==> config.mk <==
export PLATFORM = sky130hd
export DESIGN_NAME = wb_arbiter_flat
export DESIGN_NICKNAME = d
export VERILOG_FILES = /design/src/rtl/wb_arbiter_if.sv /design/src/rtl/wb_arbiter.sv /design/src/flat_wrapper.sv
export SDC_FILE = /design/constraint.sdc
export NUM_CORES = 1
export LEC_CHECK = 0
export CAP_MARGIN = 20
export CORE_AREA = 8 8 169 211
export DETAILED_ROUTE_END_ITERATION = 10
export DIE_AREA = 0 0 177 219
export GPL_TIMING_DRIVEN = 0
export PLACE_DENSITY = 0.72
export SLEW_MARGIN = 20
export SYNTH_ARGS = -nofsm -noshare
export SYNTH_HDL_FRONTEND = slang
export SYNTH_SLANG_ARGS = --single-unit
==> constraint.sdc <==
create_clock -name clk -period 10.8 [get_ports clk]
set_clock_uncertainty 0.05 [all_clocks]
set_input_delay 2.7 -clock clk [delete_from_list [all_inputs] [get_ports clk]]
set_output_delay 2.7 -clock clk [all_outputs]
set_load 0.05 [all_outputs]
==> src/rtl/wb_arbiter_if.sv <==
// Writeback arbiter bus: per-source result handshake in, single writeback port out.
// The arbiter uses the slave modport; the execution units (or a bench) use master.
interface wb_arbiter_if #(
  parameter int unsigned N_SRC  = 4,
  parameter int unsigned DATA_W = 32,
  parameter int unsigned REG_W  = 5
);
  logic [N_SRC-1:0]        src_valid;
  logic [N_SRC-1:0]        src_ready;
  logic [N_SRC*DATA_W-1:0] src_data;
  logic [N_SRC*REG_W-1:0]  src_rd;
  logic [N_SRC-1:0]        src_fpu;
  logic [DATA_W-1:0]       result_w;
  logic [REG_W-1:0]        rd_w;
  logic                    reg_write_w;
  logic                    fpu_reg_write_w;
  logic                    idle;

  modport slave (
    input  src_valid, src_data, src_rd, src_fpu,
    output src_ready, result_w, rd_w, reg_write_w, fpu_reg_write_w, idle
  );

  modport master (
    output src_valid, src_data, src_rd, src_fpu,
    input  src_ready, result_w, rd_w, reg_write_w, fpu_reg_write_w, idle
  );
endinterface

==> src/rtl/wb_arbiter.sv <==
// Writeback arbiter: per-source result FIFOs drained one per cycle by a
// round-robin arbiter onto a registered int/FPU register-file write port.
module wb_arbiter #(
  parameter int unsigned N_SRC  = 4,
  parameter int unsigned DEPTH  = 2,
  parameter int unsigned DATA_W = 32,
  parameter int unsigned REG_W  = 5
) (
  input  logic         clk,
  input  logic         rstn,
  wb_arbiter_if.slave  bus
);
  localparam int unsigned PTR_W  = $clog2(DEPTH);
  localparam int unsigned CNT_W  = PTR_W + 1;
  localparam int unsigned SRC_W  = (N_SRC > 1) ? $clog2(N_SRC) : 1;
  localparam int unsigned CAND_W = SRC_W + 1;

  typedef struct packed {
    logic [DATA_W-1:0] data;
    logic [REG_W-1:0]  rd;
    logic              fpu;
  } entry_t;

  entry_t            r_mem  [N_SRC][DEPTH];
  logic [PTR_W-1:0]  r_wptr [N_SRC];
  logic [PTR_W-1:0]  r_rptr [N_SRC];
  logic [CNT_W-1:0]  r_cnt  [N_SRC];
  logic [SRC_W-1:0]  r_ptr;
  logic [N_SRC-1:0]  r_ready;
  logic [DATA_W-1:0] r_result;
  logic [REG_W-1:0]  r_rd;
  logic              r_reg_we;
  logic              r_fpu_we;
  logic              r_idle;

  logic [N_SRC-1:0]  w_push;
  logic [N_SRC-1:0]  w_pop;
  logic [CNT_W-1:0]  w_cnt_nxt [N_SRC];
  logic [CAND_W-1:0] w_cand;
  logic              w_gnt_vld;
  logic [SRC_W-1:0]  w_gnt_idx;
  entry_t            w_head;
  logic              w_reg_we_nxt;
  logic              w_fpu_we_nxt;
  logic              w_idle_nxt;

  // Round-robin search: first non-empty FIFO starting at r_ptr.
  always_comb begin : arb
    w_gnt_vld = 1'b0;
    w_gnt_idx = '0;
    w_cand    = '0;
    for (int k = 0; k < int'(N_SRC); k++) begin
      w_cand = {1'b0, r_ptr} + CAND_W'(k);
      if (w_cand >= CAND_W'(N_SRC)) w_cand = w_cand - CAND_W'(N_SRC);
      if (!w_gnt_vld && (r_cnt[w_cand[SRC_W-1:0]] != '0)) begin
        w_gnt_vld = 1'b1;
        w_gnt_idx = w_cand[SRC_W-1:0];
      end
    end
  end

  // Push is gated by the registered count only, so a full FIFO never takes
  // a push even on an edge where it is also popped.
  always_comb begin : fifo_ctl
    w_push = '0;
    w_pop  = '0;
    for (int i = 0; i < int'(N_SRC); i++) begin
      w_push[i]    = bus.src_valid[i] && (r_cnt[i] != CNT_W'(DEPTH));
      w_pop[i]     = w_gnt_vld && (w_gnt_idx == SRC_W'(i));
      w_cnt_nxt[i] = r_cnt[i] + CNT_W'(w_push[i]) - CNT_W'(w_pop[i]);
    end
  end

  always_comb begin : wb_nxt
    w_head       = r_mem[w_gnt_idx][r_rptr[w_gnt_idx]];
    w_reg_we_nxt = w_gnt_vld && !w_head.fpu && (w_head.rd != '0);
    w_fpu_we_nxt = w_gnt_vld && w_head.fpu;
    w_idle_nxt   = !w_reg_we_nxt && !w_fpu_we_nxt;
    for (int i = 0; i < int'(N_SRC); i++) begin
      if (w_cnt_nxt[i] != '0) w_idle_nxt = 1'b0;
    end
  end

  always_ff @(posedge clk or negedge rstn) begin : state_q
    if (!rstn) begin
      for (int i = 0; i < int'(N_SRC); i++) begin
        r_wptr[i] <= '0;
        r_rptr[i] <= '0;
        r_cnt[i]  <= '0;
      end
      r_ptr    <= '0;
      r_ready  <= '1;
      r_result <= '0;
      r_rd     <= '0;
      r_reg_we <= 1'b0;
      r_fpu_we <= 1'b0;
      r_idle   <= 1'b1;
    end else begin
      for (int i = 0; i < int'(N_SRC); i++) begin
        if (w_push[i]) r_wptr[i] <= r_wptr[i] + PTR_W'(1);
        if (w_pop[i])  r_rptr[i] <= r_rptr[i] + PTR_W'(1);
        r_cnt[i]   <= w_cnt_nxt[i];
        r_ready[i] <= (w_cnt_nxt[i] != CNT_W'(DEPTH));
      end
      if (w_gnt_vld) begin
        r_ptr    <= (w_gnt_idx == SRC_W'(N_SRC - 1)) ? '0 : w_gnt_idx + SRC_W'(1);
        r_result <= w_head.data;
        r_rd     <= w_head.rd;
      end
      r_reg_we <= w_reg_we_nxt;
      r_fpu_we <= w_fpu_we_nxt;
      r_idle   <= w_idle_nxt;
    end
  end

  always_ff @(posedge clk) begin : fifo_mem
    for (int i = 0; i < int'(N_SRC); i++) begin
      if (w_push[i]) begin
        r_mem[i][r_wptr[i]] <= entry_t'({bus.src_data[i*DATA_W +: DATA_W],
                                         bus.src_rd[i*REG_W +: REG_W],
                                         bus.src_fpu[i]});
      end
    end
  end

  always_ff @(posedge clk) begin : occupancy_chk
    if (rstn) begin
      for (int i = 0; i < int'(N_SRC); i++) begin
        assert (!(w_pop[i] && (r_cnt[i] == '0)));
        assert (r_cnt[i] <= CNT_W'(DEPTH));
      end
    end
  end

  assign bus.src_ready       = r_ready;
  assign bus.result_w        = r_result;
  assign bus.rd_w            = r_rd;
  assign bus.reg_write_w     = r_reg_we;
  assign bus.fpu_reg_write_w = r_fpu_we;
  assign bus.idle            = r_idle;

endmodule
==> src/flat_wrapper.sv <==
// flat-port wrapper written by rule: the top's interface ports become plain ports
module wb_arbiter_flat 
#(
  parameter int unsigned N_SRC  = 4,
  parameter int unsigned DEPTH  = 2,
  parameter int unsigned DATA_W = 32,
  parameter int unsigned REG_W  = 5
)
  (clk, rstn, bus_src_valid, bus_src_data, bus_src_rd, bus_src_fpu, bus_src_ready, bus_result_w, bus_rd_w, bus_reg_write_w, bus_fpu_reg_write_w, bus_idle);
  wb_arbiter_if #(.N_SRC(N_SRC), .DATA_W(DATA_W), .REG_W(REG_W)) bus_i ();
  input  logic clk;
  input  logic rstn;
  input wire logic [$bits(bus_i.src_valid)-1:0] bus_src_valid;
  input wire logic [$bits(bus_i.src_data)-1:0] bus_src_data;
  input wire logic [$bits(bus_i.src_rd)-1:0] bus_src_rd;
  input wire logic [$bits(bus_i.src_fpu)-1:0] bus_src_fpu;
  output wire logic [$bits(bus_i.src_ready)-1:0] bus_src_ready;
  output wire logic [$bits(bus_i.result_w)-1:0] bus_result_w;
  output wire logic [$bits(bus_i.rd_w)-1:0] bus_rd_w;
  output wire logic [$bits(bus_i.reg_write_w)-1:0] bus_reg_write_w;
  output wire logic [$bits(bus_i.fpu_reg_write_w)-1:0] bus_fpu_reg_write_w;
  output wire logic [$bits(bus_i.idle)-1:0] bus_idle;
  assign bus_i.src_valid = bus_src_valid;
  assign bus_i.src_data = bus_src_data;
  assign bus_i.src_rd = bus_src_rd;
  assign bus_i.src_fpu = bus_src_fpu;
  assign bus_src_ready = bus_i.src_ready;
  assign bus_result_w = bus_i.result_w;
  assign bus_rd_w = bus_i.rd_w;
  assign bus_reg_write_w = bus_i.reg_write_w;
  assign bus_fpu_reg_write_w = bus_i.fpu_reg_write_w;
  assign bus_idle = bus_i.idle;
  wb_arbiter #(.N_SRC(N_SRC), .DEPTH(DEPTH), .DATA_W(DATA_W), .REG_W(REG_W)) u_core (.clk(clk), .rstn(rstn), .bus(bus_i));
endmodule
==> metrics.yaml <==
yosys:
  synthesized_area_fraction_occupied_by_ao_oa_aoi_and_oai_cells_pct: 6.47
  synth.top_cell.area_share_pct: 63.5
  synth_area_leader_cell: "sky130_fd_sc_hd__edfxtp_1"
  ys_async_sr_fraction_pct: 16.9
  synth_top_family_by_area: "simple AND/OR/NAND/NOR gates"
  ys_ff_latch: 366
  synthesized_instance_count: 1081
  synthMostInstantiatedCell: "sky130_fd_sc_hd__edfxtp_1"
  ys_top_cells_by_count: "304 x sky130_fd_sc_hd__edfxtp_1, 303 x sky130_fd_sc_hd__nand2_1, 65 x sky130_fd_sc_hd__nand3_1"
  ys.flop_type: "sky130_fd_sc_hd__edfxtp_1"
  synth-edff-count: 304
  netlist_top_cells_area: "sky130_fd_sc_hd__edfxtp_1 63%, sky130_fd_sc_hd__dfrtp_1 9.9%, sky130_fd_sc_hd__nand2_1 7.9%"
  synth_adder_area_share_pct: 1.04
  yosys.area_share.xor_xnor_pct: 0.975
  synth.net_count: 1251
  yosysWarningCount: 0
  syn_area_per_cell_um2: 13.3
  synthMuxAreaShare_pct: 1.63
  synth_simple_gate_area_share_pct: 13.1
  post_synth_instance_area_um2: 14400
  ys_seq_area_share_pct: 74.3
  synth.distinct_cells: 39
critical_path:
  critical_path_required_ns: 11.19
  critical_path_peak_fanout: 11
  setup.worst_path.start: "u_core.r_cnt[5]$_DFF_PN0_"
  critical_path.max_stage_delay_ns: 0.59
  worst_path_max_delay_cell: "sky130_fd_sc_hd__clkbuf_1"
  cp_data_arrival_time_ns: 5.92
  worstSetupEndpointType: "flip-flop"
  criticalPathCategory: "reg2reg"
  regToRegStartpoint: "u_core.r_cnt[5]$_DFF_PN0_"
  setup.worst_path.start_class: "flip-flop"
  worstPathCellList: "nor4_4 -> a2111oi_0 -> or2_1 -> inv_2 -> clkbuf_1 -> clkbuf_1 -> clkbuf_1 -> ha_1 -> and2_1 -> ha_1 -> inv_1 -> ha_1 -> or4_1 -> or4_1 -> nor2_1 -> nand2_1 -> o2bb2ai_1"
power:
  post-layout-total-power_mw: 6.65
  cellPowerDensity_nw_per_um2: 362
  vdd_ir_drop_max_mv: 0.215
  p_leak_nw: 6.67
sta:
  finalWorstPathRequiredPeriod_ns: 5.53
  timing_hold_violations_final: 0
  finalSetupTns_ns: 0
  final_max_slew_viol_count: 0
  hold_slack_ns: 0.431
  setup_slack_ns: 5.27
  max_slew_headroom_at_the_worst_pin_pct: 47.3
  setup_viol_count_final: 0
  fmax_mhz: 181
  worstMarginPinSlew_ns: 0.790
  post-route-period-util_pct: 51.2
  grt_setup_unrepaired: "no"
die:
  die_x_um: 177
  die_span_in_y_um: 219
  boundaryPins: 202
  std_cell_rows: 74
  core_area_um2: 32300
  die_area_um2: 38800
  initial_core_util_pct: 44.5
clocking:
  post-cts-setup-buffers: 0
  ctsResizeCount: 0
  cts_root_buf: "sky130_fd_sc_hd__clkbuf_16"
  tritoncts_sinks: 366
  clock_h_tree_levels: 2
  num_cts_buffers: 37
  max-clock-path-buffers: 3
  clock_latency_ns: 0.52
  clk_pin_slew_ns: 0.06
  tritoncts: "yes"
  cts_hold_buf: 0
cells_and_area:
  drive_above_1_share_pct: 7.66
  final_cell_area_um2: 18400
  antenna_cells_inserted: 0
  non_filler_instance_count_after_layout: 1776
  final_core_utilization_pct: 56.8
  synthToLayoutAreaGrowth_pct: 27.7
  nNetsFinal: 1499
min_path:
  hp-start: "u_core.bus.result_w[7]$_DFFE_PN0P_"
  min-delay-path-class: "reg2reg"
outcome:
  outcome: "complete, no violations"
placement:
  weighted_congestion_reported_at_the_end_of_routability_driven_placement: 0.825
  placed_area_um2: 17100
  dp_hpwl_mm: 29.1
  dpl_worst_slack_ns: 5.29
  placed_cells_incl_taps: 1708
  io_buffer_count: 201
drt:
  remaining_number_of_nets_flagged_by_the_antenna_check_after_routing: 0
  avgRoutedWirePerCell_um: 23.5
  route.vias.total: 9899
  initialDrtViolationCount: 990
  drt_first_pass_iters: 5
  drcViolationCount: 0
  viasPerCell: 5.57
  detail_route.wirelength_mm: 41.8
global_routing:
  globalRoute.totalOverflow: 0
  groute.usage.overall_pct: 21.0
  pin_count_of_the_biggest_net_entering_global_routing: 47
  wire_length_of_the_first_global_routing_pass_mm: 60.6
  vias_in_the_first_global_route: 10300
  grt_antenna_before_repair: 1
flow_run:
  max_cap_violations: 0
-- cells in the final DEF (no fill, tap or decap), types with 3 or more instances in the layout --
cell type and instances:
sky130_fd_sc_hd__ha_1 12, sky130_fd_sc_hd__dfrtp_1 57, sky130_fd_sc_hd__nor2_4 4, sky130_fd_sc_hd__dfstp_2 5, sky130_fd_sc_hd__buf_16 4, sky130_fd_sc_hd__clkbuf_16 39, sky130_fd_sc_hd__mux2_2 7, sky130_fd_sc_hd__clkbuf_8 6
sky130_fd_sc_hd__a21oi_1 20, sky130_fd_sc_hd__xor2_1 4, sky130_fd_sc_hd__buf_2 11, sky130_fd_sc_hd__and2_1 5, sky130_fd_sc_hd__nand2_1 303, sky130_fd_sc_hd__inv_1 17, sky130_fd_sc_hd__nor2_1 8, sky130_fd_sc_hd__buf_12 4
sky130_fd_sc_hd__buf_1 21, sky130_fd_sc_hd__a31oi_1 32, sky130_fd_sc_hd__mux2i_1 14, sky130_fd_sc_hd__a311oi_1 32, sky130_fd_sc_hd__clkdlybuf4s50_1 200, sky130_fd_sc_hd__clkinv_2 7, sky130_fd_sc_hd__a22oi_1 4, sky130_fd_sc_hd__nand2b_1 4
sky130_fd_sc_hd__nand3_1 65, sky130_fd_sc_hd__o21ai_0 43, sky130_fd_sc_hd__edfxtp_1 304, sky130_fd_sc_hd__clkbuf_1 42, sky130_fd_sc_hd__a211oi_1 3, sky130_fd_sc_hd__or4_1 3, sky130_fd_sc_hd__xnor2_1 12, sky130_fd_sc_hd__or2_1 4
sky130_fd_sc_hd__and3_1 34
-- final timing paths --
check,to,slack [ns],cells after the start
setup / recovery,u_core.bus.idle$_DFF_PN1_,5.27,17
hold / removal,u_core.bus.result_w[7]$_DFFE_PN0P_,0.43,2
setup reg to reg,u_core.bus.idle$_DFF_PN1_,5.27,17
hold reg to reg,u_core.bus.result_w[7]$_DFFE_PN0P_,0.43,2
max in group asynchronous,u_core.bus.src_ready[2]$_DFF_PN1_,8.08,2
min in group asynchronous,u_core.bus.result_w[4]$_DFFE_PN0P_,2.02,1
-- worst max-delay path: cells and delay by family, from the launching register on --
kind / cells / cell delay [ns]
AOI/OAI and AO/OA: 2 / 0.30
and+or+nand+nor: 7 / 2.08
DFF: 1 / 0.45
buffers and inverters: 5 / 1.82
adders and majority gates: 3 / 0.74
-- where the power goes --
| group | total [mW] | switching, mW | leakage [nW] | internal [mW] |
|---|---|---|---|---|
| registers | 2.16 | 0.160 | 3.55 | 2.00 |
| clock network | 1.27 | 0.515 | 0.599 | 0.752 |
| logic | 3.22 | 2.18 | 2.52 | 1.04 |
| total | 6.65 | 2.86 | 6.67 | 3.79 |
-- cell families after synthesis --
| logic type | Yosys count |
|---|---|
| xor gates and xnor gates | 16 |
| AOI/OAI and AO/OA | 143 |
| muxes | 22 |
| DFF | 366 |
| and+or+nand+nor | 437 |
| buffers and inverters | 85 |
| adders and majority gates | 12 |
-- metal layers --
metal	wire (um)	global-route usage [%]	up-vias
met4	1530	8.93	2
met3	3090	3.80	99
met2	21300	36.6	506
met5	13	0	-
met1	15900	25.1	4881
li1	-	-	4411
-- cell type report --
class | instances | area (um2)
fill | 2592 | 14000
sequential | 366 | 10700
multi-input combinational | 630 | 3370
clock buffer | 55 | 1100
inverter | 19 | 76.3
buffer | 66 | 277
tap | 418 | 523
timing repair buffer | 209 | 2200
clock inverter | 13 | 119
-- state kept, by name, indices dropped and copies added (netlist names) --
name and cells:
u_core.r_mem 304, u_core.bus.result_w 32, u_core.r_cnt 8, u_core.bus.rd_w 5, u_core.r_ptr 2, u_core.bus.reg_write_w 1
u_core.r_wptr 4, u_core.bus.fpu_reg_write_w 1, u_core.bus.src_ready 4, u_core.r_rptr 4, u_core.bus.idle 1
Power figures use the tool's default switching activity.
